File: src/rtl/sample_stream_tx.sv
// Streams one batch of BATCH host samples to the filter datapath over a data_ready/consume handshake.
// Optional consume watchdog: define SAMPLE_TX_TIMEOUT_EN.
module sample_stream_tx #(
  parameter int DATA_W         = 16,
  parameter int BATCH          = 1000,
  parameter int TIMEOUT_CYCLES = 255
) (
  input  logic              clk,
  input  logic              n_reset,
  input  logic              start,
  input  logic              abort,
  input  logic              src_valid,
  input  logic [DATA_W-1:0] src_data,
  output logic              src_ready,
  output logic              data_ready,
  output logic [DATA_W-1:0] sample_out,
  input  logic              consume,
  output logic              busy,
  output logic              batch_done,
  output logic              overrun_err,
  output logic              timeout_err,
  output logic [2:0]        debug_state
);

  localparam int CNT_W = $clog2(BATCH + 1);

  if (BATCH < 1 || TIMEOUT_CYCLES < 1) begin : g_param_check
    $error("sample_stream_tx: BATCH and TIMEOUT_CYCLES must be >= 1");
  end

  typedef enum logic [2:0] {
    S_IDLE  = 3'd0,
    S_LOAD  = 3'd1,
    S_OFFER = 3'd2,
    S_GAP   = 3'd3,
    S_DONE  = 3'd4
  } state_t;

  state_t            state, state_nxt;
  logic [DATA_W-1:0] fifo_mem [2];
  logic              wr_ptr, rd_ptr;
  logic [1:0]        fifo_cnt;
  logic [CNT_W-1:0]  push_cnt, sent_cnt;
  logic              push, pop, take, clear, start_ok, wd_fire;

  // Host side: src_valid/src_ready is a standard valid/ready pair (transfer when both are high);
  // the receiver side is level data_ready with a one-cycle consume pulse per taken sample.
  assign busy        = (state != S_IDLE);
  assign data_ready  = (state == S_OFFER);
  assign batch_done  = (state == S_DONE);
  assign debug_state = state;
  assign src_ready   = busy && (fifo_cnt < 2'd2) && (push_cnt < CNT_W'(BATCH));

  assign start_ok = (state == S_IDLE) && start && !abort;
  assign push     = src_valid && src_ready && !abort && !wd_fire;
  assign pop      = (state == S_LOAD) && (fifo_cnt != 2'd0) && !abort;
  assign take     = data_ready && consume && !abort;
  // Counters and FIFO return to empty on abort/timeout, at batch start and once the batch completes.
  assign clear    = abort || wd_fire || start_ok || (state == S_DONE);

  always_comb begin
    state_nxt = state;
    if (abort || wd_fire) begin
      state_nxt = S_IDLE;
    end else begin
      case (state)
        S_IDLE:  if (start) state_nxt = S_LOAD;
        S_LOAD:  if (fifo_cnt != 2'd0) state_nxt = S_OFFER;
        S_OFFER: if (consume) state_nxt = (sent_cnt == CNT_W'(BATCH - 1)) ? S_DONE : S_GAP;
        S_GAP:   state_nxt = S_LOAD;
        S_DONE:  state_nxt = S_IDLE;
        default: state_nxt = S_IDLE;
      endcase
    end
  end

  always_ff @(posedge clk or negedge n_reset) begin
    if (!n_reset) state <= S_IDLE;
    else          state <= state_nxt;
  end

  always_ff @(posedge clk) begin
    if (push) fifo_mem[wr_ptr] <= src_data;
  end

  always_ff @(posedge clk or negedge n_reset) begin
    if (!n_reset) begin
      wr_ptr   <= 1'b0;
      rd_ptr   <= 1'b0;
      fifo_cnt <= 2'd0;
      push_cnt <= '0;
      sent_cnt <= '0;
    end else if (clear) begin
      wr_ptr   <= 1'b0;
      rd_ptr   <= 1'b0;
      fifo_cnt <= 2'd0;
      push_cnt <= '0;
      sent_cnt <= '0;
    end else begin
      if (push) begin
        wr_ptr   <= ~wr_ptr;
        push_cnt <= push_cnt + 1'b1;
      end
      if (pop)  rd_ptr   <= ~rd_ptr;
      if (take) sent_cnt <= sent_cnt + 1'b1;
      fifo_cnt <= fifo_cnt + {1'b0, push} - {1'b0, pop};
    end
  end

  // sample_out is only ever reloaded by a pop, so it keeps its last value between offers.
  always_ff @(posedge clk or negedge n_reset) begin
    if (!n_reset)  sample_out <= '0;
    else if (pop)  sample_out <= fifo_mem[rd_ptr];
  end

  always_ff @(posedge clk or negedge n_reset) begin
    if (!n_reset)                             overrun_err <= 1'b0;
    else if (start_ok)                        overrun_err <= 1'b0;
    else if (consume && !data_ready && !abort) overrun_err <= 1'b1;
  end

`ifdef SAMPLE_TX_TIMEOUT_EN
  localparam int WD_W = $clog2(TIMEOUT_CYCLES + 1);
  logic [WD_W-1:0] wd_cnt;
  logic            timeout_q;

  assign wd_fire     = (state == S_OFFER) && !consume && !abort &&
                       (wd_cnt == WD_W'(TIMEOUT_CYCLES - 1));
  assign timeout_err = timeout_q;

  always_ff @(posedge clk or negedge n_reset) begin
    if (!n_reset) begin
      wd_cnt    <= '0;
      timeout_q <= 1'b0;
    end else begin
      if (state != S_OFFER || consume || wd_fire) wd_cnt <= '0;
      else                                       wd_cnt <= wd_cnt + 1'b1;
      if (start_ok)     timeout_q <= 1'b0;
      else if (wd_fire) timeout_q <= 1'b1;
    end
  end
`else
  assign wd_fire     = 1'b0;
  assign timeout_err = 1'b0;
`endif

endmodule
File: config.mk
export PLATFORM = sky130hd
export DESIGN_NAME = sample_stream_tx
export DESIGN_NICKNAME = d
export VERILOG_FILES = /design/src/rtl/sample_stream_tx.sv
export SDC_FILE = /design/constraint.sdc
export NUM_CORES = 1
export LEC_CHECK = 0
export CORE_MARGIN = 2
export CORE_UTILIZATION = 45
export DETAILED_ROUTE_END_ITERATION = 8
export MAX_ROUTING_LAYER = met4
export PLACE_DENSITY_LB_ADDON = 0.08
export SLEW_MARGIN = 40
export SYNTH_ARGS = -nofsm -noshare
export SYNTH_HDL_FRONTEND = slang
export SYNTH_SLANG_ARGS = --single-unit
File: constraint.sdc
create_clock -name clk -period 5.04 [get_ports clk]
set_input_delay 1.008 -clock clk [delete_from_list [all_inputs] [get_ports clk]]
set_output_delay 1.008 -clock clk [all_outputs]
set_load 0.02 [all_outputs]
Word level (Yosys, flattened, before mapping). Memory sizes are Yosys's and may differ from the RTL's. A register that Yosys moved wholly into a read port is not among the register bits. Index checks and enable logic that the tools add are counted.

Logic and storage cells: 68. Bits of input ports: 22. Bits in registers: 28. Memories: 1. Bits in writable memories: 32. Output and inout bits: 25.

Bitwise logic cells: 2. Reductions and logical operators: 25. Add/sub/neg operators: 4. Magnitude comparators: 2. Eq/ne operators: 8. Mux-type cells: 19.

Memory list: fifo_mem (words 2, bits a word 16, read ports 1, clocked after Yosys merged registers in 1, write ports 1, RTL line 40) `logic [DATA_W-1:0] fifo_mem [2];`.

Operators by type and width (count): 10-bit 2-to-1 mux (4); 10-bit by 1-bit adder with 10-bit output (second input constant) (2); 3-bit 2-to-1 mux (5); 1-bit logical AND (12); 3-bit case mux with 4 select lines (1); 10-bit == test (second input constant) (1); 10-bit < comparator (second input constant) (1); 2-bit nonzero test (5); 1-bit 2-to-1 mux (8); 3-bit by 2-bit == test with 1-bit output (second input constant) (2); 3-bit by 2-bit != test with 1-bit output (second input constant) (2); 3-bit by 1-bit == test with 1-bit output (second input constant) (1); 3-bit == test (second input constant) (1); 1-bit logical NOT (3); 3-bit logical NOT (1); 3-bit != test (second input constant) (1); 3-bit AND reduction (1); 3-bit nonzero test (1); 2-bit by 1-bit adder with 2-bit output (1); 1-bit logical OR (2); 2-bit < comparator (second input constant) (1); 2-bit 2-to-1 mux (1); 1-bit inverter (2); 2-bit by 1-bit subtractor with 2-bit output (1).

Logic depth before layout (Yosys ltp).
Depth after elaboration: 8. Mapped depth: 12. Depth with buffers taken out: 10.

Worst setup path before layout. No wires, ideal clock.

Kind: input port to flip-flop. From: input abort. To: register fifo_cnt[1]. Setup time: 0.132 ns. Data arrival time: 2.521 ns. Required time: 4.908 ns. Buffers on the path: 2. Path slack: 2.387 ns. Cell stages on the path: 10. Cells stage by stage: nor2_1 > and3b_1 > buf_2 > clkbuf_1 > ha_1 > inv_1 > ha_1 > xor2_1 > xnor2_1 > nor2_1.

Elaborated cells on any way between the ends: 9. Those cells by class: 2 x add/sub; 1 x mux; 6 x reduce/logical.

RTL lines: from (decl) (RTL line 11) `input logic abort,`; 1-bit logical NOT (RTL line 56) `assign pop = (state == S_LOAD) && (fifo_cnt != 2'd0) && !abort;`; 1-bit logical AND (RTL line 56); via pop (RTL line 44) `logic push, pop, take, clear, start_ok, wd_fire;`; 2-bit by 1-bit subtractor with 2-bit output (RTL line 106) `fifo_cnt <= fifo_cnt + {1'b0, push} - {1'b0, pop};`; 2-bit 2-to-1 mux (RTL line 93) `end else if (clear) begin`; to (signal assigned) (RTL line 106); to (decl) (RTL line 42) `logic [1:0] fifo_cnt;`.

The timed path passes the listed nets, and every way through them passes these cells. A chain may end at the register's enable or synchronous reset.

Worst setup path in the final report.
From: register state[2], in the netlist debug_state[2]. To: output src_ready.

Cells in the longest elaborated chain, start to end: 3.

Ends and longest elaborated chain: from (decl) (RTL line 39) `state_t state, state_nxt;`; from (signal assigned) (RTL line 79) `else state <= state_nxt;`; 3-bit nonzero test (RTL line 48) `assign busy = (state != S_IDLE);`; 1-bit logical AND (2 in series) (RTL line 52) `assign src_ready = busy && (fifo_cnt < 2'd2) && (push_cnt < CNT_W'(BATCH));`; to (decl) (RTL line 14) `output logic src_ready,`.

No other way between the ends.

==> metrics.md <==
| Metric | Value |
|---|---|
| Status | completed |
| Sink Count | 76 |
| Achievable frequency | 299 MHz |
| CTS-repair resized insts | 0 |
| Buffers plus inverters on the worst setup path | 2 |
| Pin count of the biggest net entering global routing | 45 |
| Endpoint of the worst register-to-register path | fifo_mem[1][12] |
| Number of violations reported at the end of detailed-routing iteration 0 | 128 |
| Share of Yosys cell area claimed by the top area cell type | 34.0% |
| Power density over the cells | 446 nW/um2 |
| Synthesized area per cell | 12.1 um2 |
| Count of endpoints failing setup in the final report | 0 |
| Core Region | 6870 um2 |
| Slew HR | 45.4% |
| CTS clock-pin slew for the worst setup and hold paths | 0.08 ns |
| Root Driver | sky130_fd_sc_hd__clkbuf_8 |
| Number of port buffers | 45 |
| Post-synthesis instance area | 3240 um2 |
| Syn-to-layout area delta | 22.4% |
| Final period util | 66.3% |
| Register-to-register path setup slack | 2.61 ns |
| Register bit total from synthesis | 76 |
| Number of instances in the synthesized netlist | 268 |
| Delay-heaviest family, CP | buffers and inverters |
| Synthesized-area fraction occupied by adder cells | 1.55% |
| Largest area contributor in the netlist | sky130_fd_sc_hd__dfrtp_1 |
| Largest stage delay on the critical path | 0.59 ns |
| Endpoint arrival time on the critical path | 2.33 ns |
| Placed wire-length estimate | 3830 um |
| Detailed-route wire length | 5990 um |
| Total vias in the final route | 2148 |
| Number of synthesized flops with an enable pin | 32 |
| Predominant post-synthesis flop cell | sky130_fd_sc_hd__dfrtp_1 |
| Aggregate global-route resource usage | 16.9% |
| Number of cells on the worst reg-to-reg path | 4 |
| Top area cells in the synthesized netlist | sky130_fd_sc_hd__dfrtp_1 34%, sky130_fd_sc_hd__edfxtp_1 30%, sky130_fd_sc_hd__mux2i_1 5.9% |
| Cts bufs inserted | 9 |
| Remaining global-route overflow | 0 |
| Yosys warning count | 0 |
| Main combinational cell family by area after synthesis | simple AND/OR/NAND/NOR gates |
| Height of the die | 88.8 um |
| # diodes | 0 |
| Simple-Gate Fraction of Synth Area | 15.3% |
| Most instantiated library cell after synthesis | sky130_fd_sc_hd__dfrtp_1 |
| Data required time at the worst endpoint | 4.03 ns |
| Share of final-layout standard cells stronger than drive strength 1 | 5.70% |
| Setup Buffers After CTS | 0 |
| Crit-path slowest cell | sky130_fd_sc_hd__clkdlybuf4s50_1 |
| Initial antenna violation count | 0 |
| Worst-Skew Late Latency | 0.34 ns |
| R2r startpoint | push_cnt[4] |
| Fillcell total | 589 |
| Sequential cell area fraction in the yosys report | 63.7% |
| Mux share of post-synthesis cell area | 5.88% |
| Initial Utilization | 47.1% |
| Clock tree from TritonCTS | built |
| Hold_buf cts | 0 |
| Number of global-route vias before repair | 2078 |
| Worst VDD drop | 0.183 mV |
| Synth Net Count | 294 |
| Maximum buffer depth of the clock tree | 2 |
| Crit. Startpoint | debug_state[2] |
| Proportion of synthesized flip-flops having asynchronous set or reset | 57.9% |
| Routed len/inst | 14.5 um |
| Die Footprint | 7890 um2 |
| DIE WIDTH | 88.8 um |
| Critical Path Start Type | flop |
| Final count of pins violating max slew | 0 |
| Number of hold-slack violations in the final timing report | 0 |
| CP cell instances | nor3_1, a211o_1, inv_1, clkdlybuf4s50_1 |
| Crit. path cell count | 4 |
| DRC viols | 0 |
| Maximum fanout along the worst path | 19 |
| Setup repair after global routing missed its margin | no |
| Critical Path Sink | src_ready |
| Placer's final routability congestion estimate | 0.816 |
| Post-synthesis compound-gate area fraction | 7.19% |
| Antenna-violating nets left | 0 |
| Crit path kind | flop to primary output |
| Leakage component of the power | 1.48 nW |
| Min Clock Period, post-route | 3.34 ns |
| Actual slew at the worst max-slew pin | 0.820 ns |
| Row cnt | 30 |
| Final net count | 337 |
| Worst Setup End Kind | primary output |
| Pre-Repair DR Iteration Count | 4 |
| H-Tree Level Count | 3 |
| Setup TNS | 0 ns |
| List of most frequent post-synthesis cells | 44 x sky130_fd_sc_hd__dfrtp_1, 32 x sky130_fd_sc_hd__edfxtp_1, 32 x sky130_fd_sc_hd__nor2_1 |
| Count of pins on the block boundary | 47 |
| Tightest Hold Check Type | flop to flop |
| Library cells used by synthesis | 39 |
| Wire length of the first global-routing pass | 9670 um |
| Average via count per standard cell | 5.21 |
| Xor/xnor cell area share of the yosys netlist | 3.25% |
| Number of max-cap violations | 0 |
| Post-layout total power | 1.77 mW |
| Setup Skew | 0.0133 ns |
## sequential cells by signal, summed over array words and instances (netlist names)
signal       count
fifo_mem        32
overrun_err      1
wr_ptr           1
sent_cnt        10
push_cnt        10
rd_ptr           1
fifo_cnt         2
debug_state      3
sample_out      16
## cells in the final DEF (no fill, tap or decap), drive strengths merged, types with 4 or more instances in the layout
cell type      instances
clkbuf                10
dfrtp                 44
clkdlybuf4s50         44
or3                    5
xnor2                 11
nand3                  8
or4                    5
a21oi                 25
nand2                  8
nand4                  4
o31ai                  6
nor3                   9
nor4                   6
edfxtp                32
inv                    8
nor2                  32
ha                     4
mux2i                 19
## report_power, final
group          internal [mW]  leakage, nW  switching (mW)
Sequential             0.736        0.878          0.0520
Combinational          0.210        0.493           0.268
Clock                  0.280        0.106           0.220
## per-layer routing
metal / track usage [%] / wire length [um]
met1: 23.0 / 2880
met2: 24.6 / 2830
met3: 3.08 / 212
met4: 7.58 / 62
met5: - / 0
## final cells by class
class / count / area (um2) / area share [%]
sequential: 76 / 2060 / 52.1
clock buffer: 10 / 128 / 3.22
timing repair buffer: 46 / 455 / 11.5
multi-input combinational: 170 / 1080 / 27.2
inverter: 8 / 30.0 / 0.758
tap: 96 / 120 / 3.03
clock inverter: 6 / 90.1 / 2.27
## logic make-up after synthesis
family                   after synthesis
AND/OR/NAND/NOR                       94
flip-flops                            76
AO/OA/AOI/OAI                         40
buffers and inverters                 22
multiplexers                          19
XOR/XNOR                              12
adder cells (fa/ha/maj)                4
other                                  1
## through the flow
step	area, um2	worst slack, ns	std cells	utilization, %	hold WS, ns
global route	3960	1.49	412	57.7	0.552
finish	3960	1.70	412	57.7	0.517
global placement	3740	1.66	396	54.5	0.475
detailed placement	3740	1.61	396	54.5	0.493
floorplan	3240	2.39	268	-	0.465
CTS	3960	1.68	412	57.7	0.516
## how the worst min path moves through the flow
| stage | to | from | cells after the start |
|---|---|---|---|
| after floorplan | push_cnt[9] | push_cnt[9] | 1 |
| after global placement | push_cnt[9] | push_cnt[9] | 1 |
| after detailed placement | push_cnt[9] | push_cnt[9] | 1 |
| after CTS | push_cnt[9] | push_cnt[9] | 1 |
| after global routing | sample_out[0] | sample_out[0] | 2 |
| final | push_cnt[9] | push_cnt[9] | 1 |
No activity file was read; power rests on OpenSTA's default activity.
